===== src/rtl/cpu_pkg.sv =====
// Shared types and ISA field positions for the multicycle 16-bit-ISA CPU.
// Opcodes, R-type function codes and FSM states are defined here.
package cpu_pkg;

   typedef enum logic [2:0] {
      OP_RTYPE = 3'b000,
      OP_LW    = 3'b001,
      OP_SW    = 3'b010,
      OP_BEQ   = 3'b011,
      OP_ADDI  = 3'b100,
      OP_J     = 3'b101,
      OP_BNE   = 3'b110,
      OP_HALT  = 3'b111
   } opcode_t;

   typedef enum logic [2:0] {
      F_ADD  = 3'b000,
      F_SUB  = 3'b001,
      F_AND  = 3'b010,
      F_OR   = 3'b011,
      F_SLT  = 3'b100,
      F_NOP5 = 3'b101,
      F_NOP6 = 3'b110,
      F_NOP7 = 3'b111
   } funct_t;

   typedef enum logic [2:0] {
      FETCH, DECODE, EXEC, MEM, WB, HALT
   } state_t;

   localparam int REG_ADDR_W = 3;
   localparam int OP_LSB     = 13;
   localparam int RS_LSB     = 10;
   localparam int RT_LSB     = 7;
   localparam int RD_LSB     = 4;
   localparam int IMM_W      = 7;
   localparam int JADDR_W    = 13;

   // Function codes 101..111 retire without touching the register file.
   function automatic logic functWrites(input funct_t f);
      return (f == F_ADD) || (f == F_SUB) || (f == F_AND) || (f == F_OR) || (f == F_SLT);
   endfunction

endpackage


===== src/rtl/regfile.sv =====
// Eight-entry register file: two asynchronous read ports, one synchronous write
// port; r0 always reads zero and ignores writes.
module regfile
   import cpu_pkg::*;
#(
   parameter int n = 16
) (
   input  logic                  clk,
   input  logic                  reset,
   input  logic [REG_ADDR_W-1:0] i_rs,
   input  logic [REG_ADDR_W-1:0] i_rt,
   output logic [n-1:0]          o_rsData,
   output logic [n-1:0]          o_rtData,
   input  logic                  i_we,
   input  logic [REG_ADDR_W-1:0] i_wAddr,
   input  logic [n-1:0]          i_wData
);

   logic [n-1:0] r_regs [8];

   always_ff @(posedge clk or posedge reset) begin
      if (reset) begin
         for (int i = 0; i < 8; i++) begin
            r_regs[i] <= '0;
         end
      end else if (i_we && (i_wAddr != '0)) begin
         r_regs[i_wAddr] <= i_wData;
      end
   end

   assign o_rsData = (i_rs == '0) ? '0 : r_regs[i_rs];
   assign o_rtData = (i_rt == '0) ? '0 : r_regs[i_rt];

endmodule


===== src/rtl/cpu_multicycle.sv =====
// Multicycle CPU with a single shared req/ready memory port; tolerates any
// number of memory wait states and reports retirement and halt.
module cpu_multicycle
   import cpu_pkg::*;
#(
   parameter int           n        = 16,
   parameter logic [n-1:0] RESET_PC = '0
) (
   input  logic         clk,
   input  logic         reset,
   output logic         mem_req,
   output logic         mem_we,
   output logic [n-1:0] mem_addr,
   output logic [n-1:0] mem_wdata,
   input  logic         mem_ready,
   input  logic [n-1:0] mem_rdata,
   output logic [n-1:0] pc,
   output logic         retire,
   output logic         halted
);

   state_t       r_state;
   logic [n-1:0] r_pc, r_a, r_b, r_imm, r_aluOut, r_mdr;
   logic [15:0]  r_ir;
   logic         r_memReq, r_memWe, r_halted;
   logic [n-1:0] r_memAddr, r_memWdata;

   opcode_t      w_op;
   funct_t       w_funct;
   logic [n-1:0] w_rsData, w_rtData, w_sext, w_aluB, w_aluResult;
   logic [n-1:0] w_jumpPc, w_branchPc, w_wbData;
   logic         w_branchTaken, w_memDone, w_wbEn;
   logic [REG_ADDR_W-1:0] w_wbAddr;

   assign w_op      = opcode_t'(r_ir[15:OP_LSB]);
   assign w_funct   = funct_t'(r_ir[2:0]);
   assign w_sext    = {{(n-IMM_W){r_ir[IMM_W-1]}}, r_ir[IMM_W-1:0]};
   assign w_jumpPc  = {r_pc[n-1:JADDR_W], r_ir[JADDR_W-1:0]};
   assign w_memDone = r_memReq && mem_ready;
   assign w_aluB    = (w_op == OP_RTYPE) ? r_b : r_imm;

   assign w_branchTaken = ((w_op == OP_BEQ) && (r_a == r_b)) || ((w_op == OP_BNE) && (r_a != r_b));
   assign w_branchPc    = w_branchTaken ? (r_pc + r_imm) : r_pc;

   assign w_wbEn   = (r_state == WB) &&
                     ((w_op == OP_RTYPE) ? functWrites(w_funct) : ((w_op == OP_ADDI) || (w_op == OP_LW)));
   assign w_wbAddr = (w_op == OP_RTYPE) ? r_ir[RD_LSB +: REG_ADDR_W] : r_ir[RT_LSB +: REG_ADDR_W];
   assign w_wbData = (w_op == OP_LW) ? r_mdr : r_aluOut;

   regfile #(.n(n)) u_regfile (
      .clk      (clk),
      .reset    (reset),
      .i_rs     (r_ir[RS_LSB +: REG_ADDR_W]),
      .i_rt     (r_ir[RT_LSB +: REG_ADDR_W]),
      .o_rsData (w_rsData),
      .o_rtData (w_rtData),
      .i_we     (w_wbEn),
      .i_wAddr  (w_wbAddr),
      .i_wData  (w_wbData)
   );

   always_comb begin
      w_aluResult = r_a + w_aluB;
      if (w_op == OP_RTYPE) begin
         case (w_funct)
            F_SUB:   w_aluResult = r_a - r_b;
            F_AND:   w_aluResult = r_a & r_b;
            F_OR:    w_aluResult = r_a | r_b;
            F_SLT: begin
               w_aluResult    = '0;
               w_aluResult[0] = $signed(r_a) < $signed(r_b);
            end
            default: w_aluResult = r_a + r_b;
         endcase
      end
   end

   // Retire flags the last cycle of each instruction, so it is decoded from the current state.
   always_comb begin
      retire = 1'b0;
      case (r_state)
         DECODE:  retire = (w_op == OP_J);
         EXEC:    retire = (w_op == OP_BEQ) || (w_op == OP_BNE);
         MEM:     retire = w_memDone && (w_op == OP_SW);
         WB:      retire = 1'b1;
         default: retire = 1'b0;
      endcase
   end

   always_ff @(posedge clk or posedge reset) begin
      if (reset) begin
         r_state     <= FETCH;
         r_pc        <= RESET_PC;
         r_ir        <= '0;
         r_a         <= '0;
         r_b         <= '0;
         r_imm       <= '0;
         r_aluOut    <= '0;
         r_mdr       <= '0;
         r_memReq    <= 1'b0;
         r_memWe     <= 1'b0;
         r_memAddr   <= '0;
         r_memWdata  <= '0;
         r_halted    <= 1'b0;
      end else begin
         case (r_state)
            // Leaving reset, FETCH first raises the request; afterwards it arrives with req already up.
            FETCH: begin
               if (!r_memReq) begin
                  r_memReq  <= 1'b1;
                  r_memWe   <= 1'b0;
                  r_memAddr <= r_pc;
               end else if (mem_ready) begin
                  r_ir     <= mem_rdata[15:0];
                  r_pc     <= r_pc + 1'b1;
                  r_memReq <= 1'b0;
                  r_state  <= DECODE;
               end
            end
            DECODE: begin
               r_a   <= w_rsData;
               r_b   <= w_rtData;
               r_imm <= w_sext;
               case (w_op)
                  OP_J: begin
                     r_pc      <= w_jumpPc;
                     r_memReq  <= 1'b1;
                     r_memWe   <= 1'b0;
                     r_memAddr <= w_jumpPc;
                     r_state   <= FETCH;
                  end
                  OP_HALT: begin
                     r_halted <= 1'b1;
                     r_state  <= HALT;
                  end
                  default: r_state <= EXEC;
               endcase
            end
            EXEC: begin
               r_aluOut <= w_aluResult;
               case (w_op)
                  OP_BEQ, OP_BNE: begin
                     r_pc      <= w_branchPc;
                     r_memReq  <= 1'b1;
                     r_memWe   <= 1'b0;
                     r_memAddr <= w_branchPc;
                     r_state   <= FETCH;
                  end
                  OP_LW, OP_SW: begin
                     r_memReq   <= 1'b1;
                     r_memWe    <= (w_op == OP_SW);
                     r_memAddr  <= w_aluResult;
                     r_memWdata <= r_b;
                     r_state    <= MEM;
                  end
                  default: r_state <= WB;
               endcase
            end
            MEM: begin
               if (mem_ready) begin
                  r_memWe <= 1'b0;
                  if (w_op == OP_SW) begin
                     r_memAddr <= r_pc;
                     r_state   <= FETCH;
                  end else begin
                     r_mdr    <= mem_rdata;
                     r_memReq <= 1'b0;
                     r_state  <= WB;
                  end
               end
            end
            WB: begin
               r_memReq  <= 1'b1;
               r_memWe   <= 1'b0;
               r_memAddr <= r_pc;
               r_state   <= FETCH;
            end
            HALT:    r_state <= HALT;
            default: r_state <= FETCH;
         endcase
      end
   end

   assign mem_req   = r_memReq;
   assign mem_we    = r_memWe;
   assign mem_addr  = r_memAddr;
   assign mem_wdata = r_memWdata;
   assign pc        = r_pc;
   assign halted    = r_halted;

endmodule


===== config.mk =====
export PLATFORM = sky130hd
export DESIGN_NAME = cpu_multicycle
export DESIGN_NICKNAME = d
export VERILOG_FILES = /design/src/rtl/cpu_pkg.sv /design/src/rtl/regfile.sv /design/src/rtl/cpu_multicycle.sv
export SDC_FILE = /design/constraint.sdc
export NUM_CORES = 1
export LEC_CHECK = 0
export CAP_MARGIN = 10
export CORE_MARGIN = 10
export CORE_UTILIZATION = 50
export DETAILED_ROUTE_END_ITERATION = 7
export MAX_ROUTING_LAYER = met4
export PLACE_DENSITY = 0.77
export SLEW_MARGIN = 20
export SYNTH_ARGS = -nofsm -noshare
export SYNTH_HDL_FRONTEND = slang
export SYNTH_HIERARCHICAL = 1
export SYNTH_SLANG_ARGS = --single-unit

===== constraint.sdc =====
create_clock -name clk -period 5.55 [get_ports clk]
set_input_delay 0.555 -clock clk [delete_from_list [all_inputs] [get_ports clk]]
set_output_delay 0.555 -clock clk [all_outputs]
set_load 0.1 [all_outputs]

* After elaboration in Yosys (flattened, before gate mapping)
Cells that the tools add are included.
Widths: inputs -> output; s select.
** Cells by class
- Mux-type cells :: 49
- Bitwise gates (word level) :: 7
- Magnitude comparators :: 5
- Equality and inequality tests :: 28
- Add/subtract/negate cells :: 5
- Reduce and logical (&&, ||, !) cells :: 36
** Operators with widths (number)
- $mux 16 :: 18
- $bwmux 128 :: 1
- $bmux 16 s3 :: 2
- $pmux 16 s5 :: 1
- $pmux 16 s4 :: 1
- $add 16x16->16 :: 3
- $demux 16 s3 :: 1
- $pmux 16 s3 :: 1
- $pmux 16 s2 :: 1
- $eq 3x3->1 const B :: 7
- $reduce_and 5->1 :: 4
- $eq 3x2->1 const B :: 6
- $add 16x1->16 const B :: 1
- $and 16x16->16 :: 1
- $eq 16x16->1 :: 1
- $lt 16x16->1 :: 1
- $ne 16x16->1 :: 1
- $ne 2x2->1 const B :: 8
- $or 16x16->16 :: 1
- $sub 16x16->16 :: 1
- $logic_not 3->1 :: 5
- $mux 3 :: 5
- $pmux 3 s5 :: 1
- $mux 13 :: 1
- 22 further kinds :: 57
** Word-level totals
- Output and inout port bits :: 52
- Input bits :: 19
- Logic and storage cells :: 152
- Register bits :: 269

* Depth between registers and ports, before layout
- Depth after elaboration :: 8
- Gate-level depth with buffers :: 18
- Mapped depth without buffers :: 14

* Modules after synthesis
Netlist, hierarchy kept.
** By module, submodules not included
- cpu_multicycle :: cells each 1299, area an instance 10836.6 sq um, instances 1, seq. area each 3528.4 sq um
- regfile :: cells each 446, area an instance 6219.7 sq um, instances 1, seq. area each 2802.7 sq um

* Worst setup path before layout
Ideal clock, no wire load.
- Kind :: reg2reg
- From :: register r_ir[15]
- To :: register r_memAddr[15] (netlist: mem_addr[15])
- Buffers on the path :: 4
- Library setup time :: 0.082 ns
- Stages on the path, launching flop included :: 17
- Arrival :: 3.633 ns
- Setup slack :: 1.834 ns
- Required time :: 5.468 ns
- Cells stage by stage :: dfrtp_1 clkbuf_1 or3_1 clkbuf_1 clkbuf_1 and2_1 clkbuf_1 a21o_1 ha_1 a2111oi_0 o21ai_0 a41oi_1 or3_1 o211ai_1 and2_0 a221o_1 o22ai_1
** On the way
- Longest elaborated chain between the ends :: 6
- Elaborated cells on any way between the ends :: 21
- Those cells by class :: 1 x add/sub; 8 x eq/ne; 5 x mux; 7 x reduce/logical
** Ends and longest elaborated chain
- start: declaration :: RTL line cpu_multicycle.sv:24 : logic [15:0] r_ir;
- start signal: assignment :: RTL line cpu_multicycle.sv:114 : r_ir <= mem_rdata[15:0];
- $logic_not 3->1 (tied with other cells) :: RTL line cpu_multicycle.sv:40, cpu_multicycle.sv:64
- $mux 16 / $logic_and 1x1->1 (equally long branches) :: RTL line cpu_multicycle.sv:40, cpu_multicycle.sv:42
- $add 16x16->16 / $logic_or 1x1->1 (equally long branches) :: RTL line cpu_multicycle.sv:63, cpu_multicycle.sv:42
- $mux 16 (on tied branches) :: RTL line cpu_multicycle.sv:64, cpu_multicycle.sv:43
- $pmux 16 s2 :: RTL line cpu_multicycle.sv:141 : case (w_op)
- $pmux 16 s5 :: RTL line cpu_multicycle.sv:106 : case (r_state)
- end signal: assignment :: RTL line cpu_multicycle.sv:112 : r_memAddr <= r_pc;
- end signal: assignment :: RTL line cpu_multicycle.sv:146 : r_memAddr <= w_branchPc;
- end signal: assignment :: RTL line cpu_multicycle.sv:152 : r_memAddr <= w_aluResult;
- end: declaration :: RTL line cpu_multicycle.sv:26 : logic [n-1:0] r_memAddr, r_memWdata;
Several ways; a longest one is shown, not always the timed one.
A chain may end at the register's enable or synchronous reset.

* Worst setup path in the final report
- From :: register r_ir[13]
- To :: register r_memAddr[12] (netlist: mem_addr[12])
The elaborated chain is that of the path after synthesis.

==> impl_metrics.tcl <==
set metrics [dict create \
    outcome "finished clean" \
    drc_errors 0 \
    synth_top_area_cell "dfrtp_1" \
    start_kind "flip-flop" \
    pre_cts_ws_ns 1.32 \
    relSlewSlack 0.242 \
    whs_path_depth 1 \
    arrival_ns 4.77 \
    ys_seq_area_frac 0.371 \
    maxSlewViolCount 0 \
    first_iter_violations 1762 \
    cts_buffers 29 \
    end_kind "flip-flop" \
    min_period_ns 4.27 \
    cts.sinks 253 \
    seqCellArea_sq_mm 0.00633 \
    cp_max_fo 19 \
    p_per_area_mw_per_mm2 209 \
    worstRegToRegCells 14 \
    worst_slack_ns 1.28 \
    worstPathRequired_ns 6.05 \
    syn2layout_area_growth_pct 11.2 \
    grt_pass1_vias 14152 \
    nets 1858 \
    power_w 0.00397 \
    yosysMostFrequentCell "dfrtp_1" \
    coreArea_sq_mm 0.0336 \
    wire_per_inst_um 25.0 \
    yosysWarningCount 6 \
    synthCells 1745 \
    fin_skew_ns 0.0220 \
    irDropWorstVdd_mv 0.258 \
    vias 14538 \
    cts.repair.resized 0 \
    antenna_found_initial 0 \
    multi_input_area_sq_mm 0.00984 \
    cts.path.max_buffers 3 \
    cts_tree "built" \
    fp.dieH_um 205 \
    worst_pin_slew_ns 1.13 \
    setup_viol 0 \
    min_from "halted$_DFFE_PP0P_" \
    syn-cell-area_sq_mm 0.0171 \
    gp_congestion 0.979 \
    finalSetupTns_ns 0 \
    cpPeakStageDelay_ns 0.63 \
    hold_viol 0 \
    postCtsSetupBuffers 0 \
    finalInstanceArea_sq_mm 0.0190 \
    initial_utilization 0.507 \
    grt_setup_unrepaired "false" \
    rows 67 \
    grt_remaining_overflow 0 \
    crit_chain "or3_1 > buf_4 > o21ai_0 > ha_1 > inv_1 > fa_1 > nor2b_1 > o21a_1 > o21ai_0 > a211oi_1 > a21oi_1 > o311ai_0 > a21oi_1 > a21oi_1" \
    fin_crit_sh 0.770 \
    dp_hpwl_mm 39.9 \
    dr.pass1.iters 7 \
    drt_wl_total_mm 55.8 \
    reg2reg_from "r_ir[13]$_DFFE_PP0P_" \
    root_buffer "clkbuf_16" \
    synthArstFlopShare 1.00 \
    fp.dieW_um 205 \
    fin_util 0.564 \
    htreeDepth 1 \
    crit_path_top_delay_cell "or3_1" \
    synth.area.top_cells "dfrtp_1, mux2_2, ha_1" \
    syn-num-nets 1847 \
    clk_pin_slew_worst_paths_ns 0.06 \
    final_layout_size_suffix_gt1_frac 0.168 \
    vias_per_cell 6.53 \
    grt_usage 0.267 \
    grt_pass1_wl_mm 86.0 \
    synth_edf_count 0 \
    path_depth 14 \
    min_path_type "reg -> reg" \
    synth_common_cells "dfrtp_1, nand2_1, mux2_2" \
    cp.buffers_inverters 2 \
    antenna_left 0 \
    clock_latency_ns 0.58 \
    nFillCells 2917 \
    ios 71 \
    ctsHoldBuffers 0 \
    diodes 0 \
    synth_ff_type "dfrtp_1" \
    fmax_mhz 234 \
    portBuffers 70 \
    p_leak_nw 8.41 \
    crit_start "r_ir[13]$_DFFE_PP0P_" \
    synth_seq_cells 253 \
    netlist.area_leader.share 0.371 \
    drv_cap 0 \
    path_common_cell "a21oi_1" \
    grt_max_degree 96 \
    dpl_cell_area_sq_mm 0.0179 \
    criticalPathCategory "reg -> reg" \
    dieArea_sq_mm 0.0419 \
    path_delay_family "compound AO/OA/AOI/OAI gates" \
    avgSynthCellArea_sq_um 9.77 \
    synth_cell_types 85 \
]
-- state kept, by name, indices dropped and copies added, names as in the netlist, 7 cells and up --
signal            flops
mem_wdata            16
pc                   16
r_aluOut             16
mem_addr             16
r_mdr                16
r_ir                 16
r_a                  16
r_imm                 7
r_b                  16
u_regfile/r_regs    112
-- power by group --
part | internal [W] | switching [W]
logic | 0.0000138 | 0.0000439
registers | 0.00184 | 0
clock network | 0.00124 | 0.000819
-- final timing paths --
kind / end / slack, ns
min reg2reg: halted$_DFFE_PP0P_ / 0.48
min: halted$_DFFE_PP0P_ / 0.48
min in group asynchronous: u_regfile/r_regs[81]$_DFFE_PP0P_ / 0.52
max reg2reg: mem_addr[12]$_DFFE_PP0P_ / 1.28
max in group asynchronous: r_b[14]$_DFFE_PP0P_ / 3.66
max: mem_addr[12]$_DFFE_PP0P_ / 1.28
-- cells in the final DEF (no fill, tap or decap), drive strengths merged, types with 8 or more instances in the layout --
cell	count
dfrtp	253
mux2	194
nand2	172
o21ai	132
nor2	88
a21oi	87
ha	79
mux2i	72
clkdlybuf4s50	70
a221oi	69
inv	66
clkbuf	43
buf	33
xnor2	28
nand3	28
a21o	26
nor3	24
a211oi	20
nor2b	20
o211ai	16
nand2b	14
a31oi	13
o22ai	12
nand4	11
and3	10
o31ai	10
xor2	10
o21a	9
a22o	9
and2	9
o21bai	8
a2111oi	8
-- per-layer routing --
metal,global-route usage,vias up,routed length (um)
met3,0.0401,130,4760
met5,-,-,0
met4,0.0891,0,1980
li1,-,6491,-
met1,0.356,7155,23700
met2,0.409,762,25300
-- worst register-to-register path, stage by stage (launching register included) --
cell and delay (ns):
dfrtp_1 0.57, or3_1 0.63, buf_4 0.29, o21ai_0 0.18, ha_1 0.22, inv_1 0.06
fa_1 0.41, nor2b_1 0.13, o21a_1 0.14, o21ai_0 0.09, a211oi_1 0.48, a21oi_1 0.20
o311ai_0 0.50, a21oi_1 0.14, a21oi_1 0.16
-- through the flow --
stage | cells | hold WS [ns]
after floorplan | 1745 | 0.442
after global placement | 2173 | 0.459
after detailed placement | 2173 | 0.467
after CTS | 2227 | 0.481
after global routing | 2227 | 0.497
final | 2227 | 0.475
-- logic make-up after synthesis --
kind of cell | synth area share
mux | 0.175
compound gates | 0.199
simple gates | 0.119
xor+xnor | 0.0195
fa+ha+maj | 0.0632
flops | 0.371
buf+inv | 0.0532
-- layout make-up --
| cell class | count | share of cell area |
|---|---|---|
| timing repair buffer | 103 | 0.0500 |
| sequential | 253 | 0.334 |
| multi-input combinational | 1303 | 0.519 |
| clock buffer | 43 | 0.0447 |
| clock inverter | 11 | 0.00924 |
| tap | 448 | 0.0296 |
| inverter | 66 | 0.0135 |
(Power assumes the default switching activity.)
